<file path="src/rtl/muldiv_if.sv">
// ----------------------------------------------------------------------------
// muldiv_if
// Handshake and data bundle between the execute stage and the multiply/divide
// unit.
//   master : execute stage; drives start/op_div/op_signed/a/b/cancel and
//            observes stall/done/hi_out/lo_out
//   slave  : muldiv_unit; the opposite directions
// ----------------------------------------------------------------------------
interface muldiv_if;
    logic        start;
    logic        op_div;
    logic        op_signed;
    logic [31:0] a;
    logic [31:0] b;
    logic        cancel;
    logic        stall;
    logic        done;
    logic [31:0] hi_out;
    logic [31:0] lo_out;

    modport master (
        output start, op_div, op_signed, a, b, cancel,
        input  stall, done, hi_out, lo_out
    );

    modport slave (
        input  start, op_div, op_signed, a, b, cancel,
        output stall, done, hi_out, lo_out
    );
endinterface

</file>
<file path="src/rtl/muldiv_unit.sv">
// ----------------------------------------------------------------------------
// muldiv_unit
// 32-bit multiply / divide unit for the HI/LO register pair.
//   clk  : single clock, rising edge
//   rst  : synchronous active-high reset
//   bus  : muldiv_if.slave
//          start/op_div/op_signed/a/b : operation request from execute stage
//          cancel                     : execute-stage flush, aborts in-flight op
//          stall                      : holds F/D/E while an op is running
//          done                       : one-cycle pulse, hi_out/lo_out valid
//          hi_out/lo_out              : product[63:32]/[31:0] or rem/quotient
// Multiply takes one cycle in MUL; divide is restoring radix-2 on operand
// magnitudes over 32 DIV cycles with the sign fix-up folded into the last one.
// ----------------------------------------------------------------------------
module muldiv_unit (
    input  logic     clk,
    input  logic     rst,
    muldiv_if.slave  bus
);
    typedef enum logic [1:0] {
        IDLE = 2'd0,
        MUL  = 2'd1,
        DIV  = 2'd2,
        DONE = 2'd3
    } state_t;

    state_t      state_q, state_d;
    // For multiply: raw operands. For divide: opa holds the dividend magnitude
    // that shifts left while quotient bits enter at its LSB; opb holds the
    // divisor magnitude.
    logic [31:0] opa_q, opa_d;
    logic [31:0] opb_q, opb_d;
    logic [31:0] rem_q, rem_d;
    logic [31:0] hi_q, hi_d;
    logic [31:0] lo_q, lo_d;
    logic [5:0]  cnt_q, cnt_d;
    logic        sgn_q, sgn_d;
    logic        qneg_q, qneg_d;
    logic        rneg_q, rneg_d;
    logic        bzero_q, bzero_d;
    logic        done_q, done_d;

    logic signed [65:0] prod_s;
    logic [32:0] rem_shift_s;
    logic [33:0] diff_s;
    logic        fits_s;
    logic [31:0] rem_next_s;
    logic [31:0] quo_next_s;
    logic        stall_s;

    // Two's-complement negate when cond is set.
    function automatic logic [31:0] neg_if(input logic cond, input logic [31:0] v);
        logic [31:0] r;
        if (cond) begin
            r = 32'd0 - v;
        end else begin
            r = v;
        end
        return r;
    endfunction

    // Product and one restoring-division step computed from the latched state.
    always_comb begin
        // Sign-extend to 33 bits only for signed ops; unsigned zero-extends.
        prod_s      = $signed({opa_q[31] & sgn_q, opa_q}) * $signed({opb_q[31] & sgn_q, opb_q});
        rem_shift_s = {rem_q, opa_q[31]};
        diff_s      = {1'b0, rem_shift_s} - {2'b00, opb_q};
        fits_s      = ~diff_s[33];
        // Either branch is below the divisor, so 32 bits always suffice.
        if (fits_s) begin
            rem_next_s = diff_s[31:0];
        end else begin
            rem_next_s = rem_shift_s[31:0];
        end
        quo_next_s  = {opa_q[30:0], fits_s};
    end

    // Next-state and datapath register update.
    always_comb begin
        state_d = state_q;
        opa_d   = opa_q;
        opb_d   = opb_q;
        rem_d   = rem_q;
        hi_d    = hi_q;
        lo_d    = lo_q;
        cnt_d   = cnt_q;
        sgn_d   = sgn_q;
        qneg_d  = qneg_q;
        rneg_d  = rneg_q;
        bzero_d = bzero_q;
        done_d  = 1'b0;
        case (state_q)
            IDLE: begin
                if (bus.start && !bus.cancel) begin
                    sgn_d = bus.op_signed;
                    cnt_d = 6'd0;
                    rem_d = 32'd0;
                    if (bus.op_div) begin
                        opa_d   = neg_if(bus.op_signed & bus.a[31], bus.a);
                        opb_d   = neg_if(bus.op_signed & bus.b[31], bus.b);
                        qneg_d  = bus.op_signed & (bus.a[31] ^ bus.b[31]);
                        rneg_d  = bus.op_signed & bus.a[31];
                        bzero_d = (bus.b == 32'd0);
                        state_d = DIV;
                    end else begin
                        opa_d   = bus.a;
                        opb_d   = bus.b;
                        state_d = MUL;
                    end
                end else begin
                    state_d = IDLE;
                end
            end
            MUL: begin
                if (bus.cancel) begin
                    state_d = IDLE;
                end else begin
                    hi_d    = prod_s[63:32];
                    lo_d    = prod_s[31:0];
                    done_d  = 1'b1;
                    state_d = DONE;
                end
            end
            DIV: begin
                if (bus.cancel) begin
                    cnt_d   = 6'd0;
                    state_d = IDLE;
                end else begin
                    opa_d = quo_next_s;
                    rem_d = rem_next_s;
                    if (cnt_q == 6'd31) begin
                        cnt_d = 6'd0;
                        // Divide by zero yields all-ones quotient and the
                        // dividend as remainder regardless of signedness.
                        hi_d  = neg_if(rneg_q, rem_next_s);
                        if (bzero_q) begin
                            lo_d = 32'hFFFF_FFFF;
                        end else begin
                            lo_d = neg_if(qneg_q, quo_next_s);
                        end
                        done_d  = 1'b1;
                        state_d = DONE;
                    end else begin
                        cnt_d   = cnt_q + 6'd1;
                        state_d = DIV;
                    end
                end
            end
            DONE: begin
                // The stalled instruction is still in E; its start is ignored.
                state_d = IDLE;
            end
            default: begin
                state_d = IDLE;
            end
        endcase
    end

    // State and datapath flops with synchronous reset.
    always_ff @(posedge clk) begin
        if (rst) begin
            state_q <= IDLE;
            opa_q   <= 32'd0;
            opb_q   <= 32'd0;
            rem_q   <= 32'd0;
            hi_q    <= 32'd0;
            lo_q    <= 32'd0;
            cnt_q   <= 6'd0;
            sgn_q   <= 1'b0;
            qneg_q  <= 1'b0;
            rneg_q  <= 1'b0;
            bzero_q <= 1'b0;
            done_q  <= 1'b0;
        end else begin
            state_q <= state_d;
            opa_q   <= opa_d;
            opb_q   <= opb_d;
            rem_q   <= rem_d;
            hi_q    <= hi_d;
            lo_q    <= lo_d;
            cnt_q   <= cnt_d;
            sgn_q   <= sgn_d;
            qneg_q  <= qneg_d;
            rneg_q  <= rneg_d;
            bzero_q <= bzero_d;
            done_q  <= done_d;
        end
    end

    // Stall must cover the acceptance cycle, so it is combinational.
    always_comb begin
        if (rst) begin
            stall_s = 1'b0;
        end else begin
            stall_s = (state_q == IDLE && bus.start && !bus.cancel) ||
                      (state_q == MUL) || (state_q == DIV);
        end
    end

    assign bus.stall  = stall_s;
    // A flush in the DONE cycle suppresses the HILO write.
    assign bus.done   = done_q & ~bus.cancel;
    assign bus.hi_out = hi_q;
    assign bus.lo_out = lo_q;
endmodule

</file>
<file path="src/flat_wrapper.sv">
// flat-port wrapper written by rule: the top's interface ports become plain ports
module muldiv_unit_flat 
  (clk, rst, bus_start, bus_op_div, bus_op_signed, bus_a, bus_b, bus_cancel, bus_stall, bus_done, bus_hi_out, bus_lo_out);
  muldiv_if bus_i ();
  input  logic clk;
  input  logic rst;
  input wire logic [$bits(bus_i.start)-1:0] bus_start;
  input wire logic [$bits(bus_i.op_div)-1:0] bus_op_div;
  input wire logic [$bits(bus_i.op_signed)-1:0] bus_op_signed;
  input wire logic [$bits(bus_i.a)-1:0] bus_a;
  input wire logic [$bits(bus_i.b)-1:0] bus_b;
  input wire logic [$bits(bus_i.cancel)-1:0] bus_cancel;
  output wire logic [$bits(bus_i.stall)-1:0] bus_stall;
  output wire logic [$bits(bus_i.done)-1:0] bus_done;
  output wire logic [$bits(bus_i.hi_out)-1:0] bus_hi_out;
  output wire logic [$bits(bus_i.lo_out)-1:0] bus_lo_out;
  assign bus_i.start = bus_start;
  assign bus_i.op_div = bus_op_div;
  assign bus_i.op_signed = bus_op_signed;
  assign bus_i.a = bus_a;
  assign bus_i.b = bus_b;
  assign bus_i.cancel = bus_cancel;
  assign bus_stall = bus_i.stall;
  assign bus_done = bus_i.done;
  assign bus_hi_out = bus_i.hi_out;
  assign bus_lo_out = bus_i.lo_out;
  muldiv_unit u_core (.clk(clk), .rst(rst), .bus(bus_i));
endmodule
</file>
<file path="config.mk">
export PLATFORM = sky130hd
export DESIGN_NAME = muldiv_unit_flat
export DESIGN_NICKNAME = d
export VERILOG_FILES = /design/src/rtl/muldiv_if.sv /design/src/rtl/muldiv_unit.sv /design/src/flat_wrapper.sv
export SDC_FILE = /design/constraint.sdc
export NUM_CORES = 2
export LEC_CHECK = 0
export ABC_AREA = 1
export BUFFER_PORTS_ARGS = -buffer_cell sky130_fd_sc_hd__buf_4
export CAP_MARGIN = 20
export CORE_MARGIN = 3
export CORE_UTILIZATION = 40
export DETAILED_ROUTE_END_ITERATION = 7
export MAX_ROUTING_LAYER = met4
export SLEW_MARGIN = 10
export SYNTH_ARGS = -nofsm -noshare
export SYNTH_HDL_FRONTEND = slang
export SYNTH_SLANG_ARGS = --single-unit
</file>
<file path="constraint.sdc">
create_clock -name clk -period 10.35 [get_ports clk]
set_input_delay 1.5525 -clock clk [delete_from_list [all_inputs] [get_ports clk]]
set_output_delay 1.5525 -clock clk [all_outputs]
set_load 0.005 [all_outputs]
</file>
# Word level (Yosys, flattened, before mapping)
# Cells that the tools add are included.
# Widths: inputs -> output; s select.
[word_totals] elab_cells=88 reg_bits=173 out_inout_bits=66 inputBits=70
[classes] add_sub_neg=6 bitwise=9 mul=1 n_mux=37 reduce_logical=15 n_eq_ne=8
[ops] cell="$mux 32" n=18
[ops] cell="$pmux 32 s2" n=4
[ops] cell="$sub 1x32->32 const A" n=4
[ops] cell="$mul 33x33->64" n=1
[ops] cell="$sub 33x32->34" n=1
[ops] cell="$logic_not 32->1" n=1
[ops] cell="$mux 6" n=3
[ops] cell="$pmux 6 s2" n=1
[ops] cell="$mux 2" n=4
[ops] cell="$pmux 2 s4" n=1
[ops] cell="$add 6x1->6 const B" n=1
[ops] cell="$and 1x1->1" n=6
[ops] cell="$eq 6x5->1 const B" n=1
[ops] cell="$reduce_and 3->1" n=2
[ops] cell="$mux 1" n=5
[ops] cell="$eq 2x2->1 const B" n=2
[ops] cell="$ne 2x1->1 const B" n=2
[ops] cell="$ne 2x2->1 const B" n=2
[ops] cell="$reduce_and 2->1" n=2
[ops] cell="$reduce_and 4->1" n=1
[ops] cell="$reduce_bool 2->1" n=2
[ops] cell="$logic_and 1x1->1" n=3
[ops] cell="$eq 2x1->1 const B" n=1
[ops] cell="$logic_not 2->1" n=1
[ops] cell="other kinds (5)" n=7

# Longest topological paths before layout
[depth] ltp_word=8 ltp_mapped=35 mapped_depth_nobuf=33

# Worst setup path after synthesis
# OpenSTA, ideal clock, no wires.
[synth_timing] path_kind="register to register" start="reg u_core.opa_q[31]" end="reg u_core.hi_q[30], in the netlist u_core.bus.hi_out[30]" path_buffers=3 required_ns=10.231 path_slack_ns=2.568 t_arrival_ns=7.663 setup_time_ns=0.119 stages_incl_launch_ff=33 synth_period_minus_slack_ns=7.782 path_cell_list="dfxtp_1 -> clkbuf_1 -> nand2_1 -> clkbuf_1 -> clkbuf_1 -> nor2_1 -> fa_1 -> inv_1 -> fa_1 -> inv_1 -> fa_1 -> inv_1 -> fa_1 -> fa_1 -> inv_1 -> fa_1 -> inv_1 -> fa_1 -> fa_1 -> inv_1 -> ha_1 -> inv_1 -> nor3_1 -> inv_1 -> nor2_1 -> nand2_1 -> or2_2 -> nand4_1 -> a21oi_1 -> o21ai_0 -> nand2_1 -> inv_1 -> a21oi_1"
[synth_between] elab_chain_cells=7 word_cells_on_any_way=10 classes_between="add/sub: 2; mul: 1; mux: 6; bitwise: 1"
[synth_lines] item="start, declared" line_no="muldiv_unit.sv:31" text="logic [31:0] opa_q, opa_d;"
[synth_lines] item="start signal, assigned" line_no="muldiv_unit.sv:176" text="opa_q <= opa_d;"
[synth_lines] item="$sub 33x32->34" line_no="muldiv_unit.sv:67" text="diff_s = {1'b0, rem_shift_s} - {2'b00, opb_q};"
[synth_lines] item="$mux 32" line_no="muldiv_unit.sv:70" text="if (fits_s) begin"
[synth_lines] item="$sub 1x32->32" line_no="muldiv_unit.sv:55" text="r = 32'd0 - v;"
[synth_lines] item="$mux 32" line_no="muldiv_unit.sv:54" text="if (cond) begin"
[synth_lines] item="$mux 32" line_no="muldiv_unit.sv:131" text="if (cnt_q == 6'd31) begin"
[synth_lines] item="$mux 32" line_no="muldiv_unit.sv:125" text="if (bus.cancel) begin"
[synth_lines] item="$pmux 32 s2 (*)" line_no="muldiv_unit.sv:92" text="case (state_q)"
[synth_lines] item="end signal, assigned" line_no="muldiv_unit.sv:179" text="hi_q <= hi_d;"
[synth_lines] item="end, declared" line_no="muldiv_unit.sv:34" text="logic [31:0] hi_q, hi_d;"
# Every way passes the cells marked *; elsewhere a longest branch is shown, timed or not. The select of a mux whose other input is x is not followed.
# A chain may end at the register's enable or synchronous reset.

# Final worst setup path
[layout_timing] start="reg u_core.opa_q[13]" end="reg u_core.hi_q[1], in the netlist u_core.bus.hi_out[1]"
[layout_between] elab_chain_cells=3
[layout_lines] item="$mul 33x33->64" line_no="muldiv_unit.sv:65" text="prod_s = $signed({opa_q[31] & sgn_q, opa_q}) * $signed({opb_q[31] & sgn_q, opb_q});"
[layout_lines] item="$mux 32" line_no="muldiv_unit.sv:115" text="if (bus.cancel) begin"
[layout_lines] item="$pmux 32 s2" line_no="muldiv_unit.sv:92"
# Every way passes these cells. The select of a mux whose other input is x is not followed.

==> impl_metrics.tcl <==
set metrics [dict create \
    antenna_found_initial 2 \
    slew_viol_final 0 \
    synth_top_cell_by_area "fa_1" \
    seqPwrFrac 0.228 \
    peakVddDrop_mv 0.1049 \
    pin_count 136 \
    synthFlopType "dfxtp_1" \
    fin_area_sq_mm 0.05570 \
    ys_top_cells_by_count "1,840 x inv_1, 1,786 x nand2_1, 1,126 x fa_1" \
    ant_nets 0 \
    ys.warnings.count 0 \
    grt_max_degree 75 \
    mappedNetlistArea_sq_mm 0.05244 \
    slew_headroom 0.2553 \
    maxCapViolCount 0 \
    area_growth_pct 6.208 \
    avgRoutedWirePerCell_um 19.74 \
    setup-tns-final_ns 0 \
    worstPathArrival_ns 9.41 \
    power_frac_comb 0.560 \
    hold_buffers 0 \
    period_share 0.8686 \
    post-cts-setup-buffers 0 \
    route.detailed.drc 0 \
    clkPwrFrac 0.212 \
    synthDistinctLibCells 58 \
    vias 44310 \
    synthArstFlopShare 0 \
    cts_max_path_buffers 2 \
    cts_tree "done" \
    ff_latch_area_sq_mm 0.003475 \
    clk_pin_slew_ns 0.08 \
    required_ns 10.77 \
    clock-sinks 173 \
    outcome "finished clean" \
    synth_area_leaders "fa_1 43%, inv_1 13%, nand2_1 13%" \
    finalClockSkew_ns 0.02275 \
    cpMostUsedCell "fa_1" \
    dp_cells 8665 \
    drtPass1Iterations 8 \
    p_sw_mw 1.681 \
    num_rows 132 \
    finalNonFillerCells 8702 \
    gp_routability_congestion 0.9831 \
    hold_slack_ns 0.4714 \
    clock.fmax_mhz 111.2 \
    post_cts_resized 0 \
    critPathMaxFanout 24 \
    drt_iter0_drc 3258 \
    io_buffer_count 135 \
    p_leak_nw 30.30 \
    core_area_sq_mm 0.1298 \
    timing_hold_violations_final 0 \
    r2r_slack_ns 1.36 \
    cts_buffers 17 \
    cpMaxStageDelayCell "dfxtp_1" \
    pwr_density_cell_mw_per_mm2 59.35 \
    dpl.hpwl_um 143900 \
    worstMarginPinSlew_ns 1.116 \
    syn_inst 7051 \
    place_area_sq_mm 0.05503 \
    multi_input_area_sq_mm 0.04064 \
    cpPeakStageDelay_ns 0.93 \
    vias_per_cell 5.092 \
    grt_pass1_wl_um 272300 \
    grtUsageTotal 0.2661 \
    finalCriticalPeriod_ns 8.990 \
    dieArea_sq_mm 0.1355 \
    p_int_mw 1.624 \
    grt_pass1_vias 46380 \
    root_buffer "clkbuf_16" \
    path_class "reg -> reg" \
    syn_nets 8500 \
    wirelength_um 171800 \
    drive_gt1_frac 0.05691 \
    end_kind "register" \
    floorplan.initialDensity 0.4040 \
    fillCellCount 13420 \
    h-tree-depth 4 \
    clk_latency_ns 0.50 \
    synth.ff_latch_count 173 \
    die_y_um 368.1 \
    synth_top_area_share 0.4298 \
    syn_avg_cell_area_sq_um 7.438 \
    die_x_um 368.1 \
    synth_edf_count 0 \
    fin_nets 8394 \
    rsz0062_at_grt "false" \
    yosysSeqAreaShare 0.06604 \
    synth_most_common_cell "inv_1" \
    switching_share 0.5087 \
    gr-total-overflow 0 \
    setup-violations-final 0 \
    critPathLaunchType "register" \
    hold_class "reg -> reg" \
    design_power_total_mw 3.306 \
]
## path summary, 6_finish.rpt
check	startpoint	endpoint	depth (start not counted)
hold / removal	u_core.cnt_q[5]$_SDFFE_PP0P_	u_core.cnt_q[5]$_SDFFE_PP0P_	2
hold reg to reg	u_core.cnt_q[5]$_SDFFE_PP0P_	u_core.cnt_q[5]$_SDFFE_PP0P_	2
setup reg to reg	u_core.opa_q[13]$_SDFFE_PP0P_	u_core.bus.hi_out[1]$_SDFFE_PP0P_	25
setup / recovery	u_core.opa_q[13]$_SDFFE_PP0P_	u_core.bus.hi_out[1]$_SDFFE_PP0P_	25
## worst max-delay path: cells and delay by family, from the launching register on
kind	cells	cell delay [ns]
flip-flops	1	0.93
XOR/XNOR	1	0.54
AND/OR/NAND/NOR	5	1.40
buffers and inverters	6	0.74
AO/OA/AOI/OAI	4	0.75
adder cells (fa/ha/maj)	9	4.52
## area by class of cell
cell class	instances	area share
diodes	2	0.00008985
multi-input cells	4665	0.7296
well taps	1742	0.03913
repair buffers	232	0.03271
inverters	1856	0.1251
clock inverters	15	0.003369
clock buffers	17	0.007638
flip-flops and latches	173	0.06238
## through the flow
step | setup slack [ns] | util
2_1_floorplan | 2.568 | -
3_3_place_gp | 1.456 | 0.4237
3_5_place_dp | 1.534 | 0.4239
4_1_cts | 1.481 | 0.4286
5_1_grt | 1.013 | 0.4291
6_report | 1.360 | 0.4291
## state kept, by name, indices dropped and copies added (netlist names)
signal / flops
u_core.bus.lo_out: 32
u_core.cnt_q: 6
u_core.opa_q: 32
u_core.state_q: 2
u_core.done_q: 1
u_core.rneg_q: 1
u_core.qneg_q: 1
u_core.rem_q: 32
u_core.sgn_q: 1
u_core.bus.hi_out: 32
u_core.bzero_q: 1
u_core.opb_q: 32
## kinds of logic after synthesis
logic type	after synthesis	share of synthesized area
simple gates	2500	0.1945
buf+inv	2213	0.1598
fa+ha+maj	1379	0.4902
compound gates	699	0.07501
flops	173	0.06604
xor+xnor	87	0.01453
## layout by cell type (no fill, tap or decap), drive strengths merged, types with 43 or more instances in the layout
master and n:
a21oi 307, xor2 44, nand2 1828, nor2 378, ha 253, dfxtp 173, nand3 162, fa 1126
inv 1861, buf 232, o21ai 234, nand4 43, nor3 46, xnor2 43
## power groups by stage
stage	clock network [mW]	logic (mW)	registers [mW]
after floorplan	0	1.22	0.716
after global placement	0	1.82	0.776
after detailed placement	0	1.84	0.772
after CTS	0.710	1.85	0.757
after global routing	0.732	2.06	0.757
final	0.700	1.85	0.755
## metal layers
metal	up-vias	routed length [um]	track usage
li1	20260	-	-
met1	22430	73350	0.3487
met2	1379	83540	0.4408
met3	242	9217	0.02439
met4	0	5650	0.07664
met5	-	0	-
Note: power is estimated with default switching activity, not from simulation.
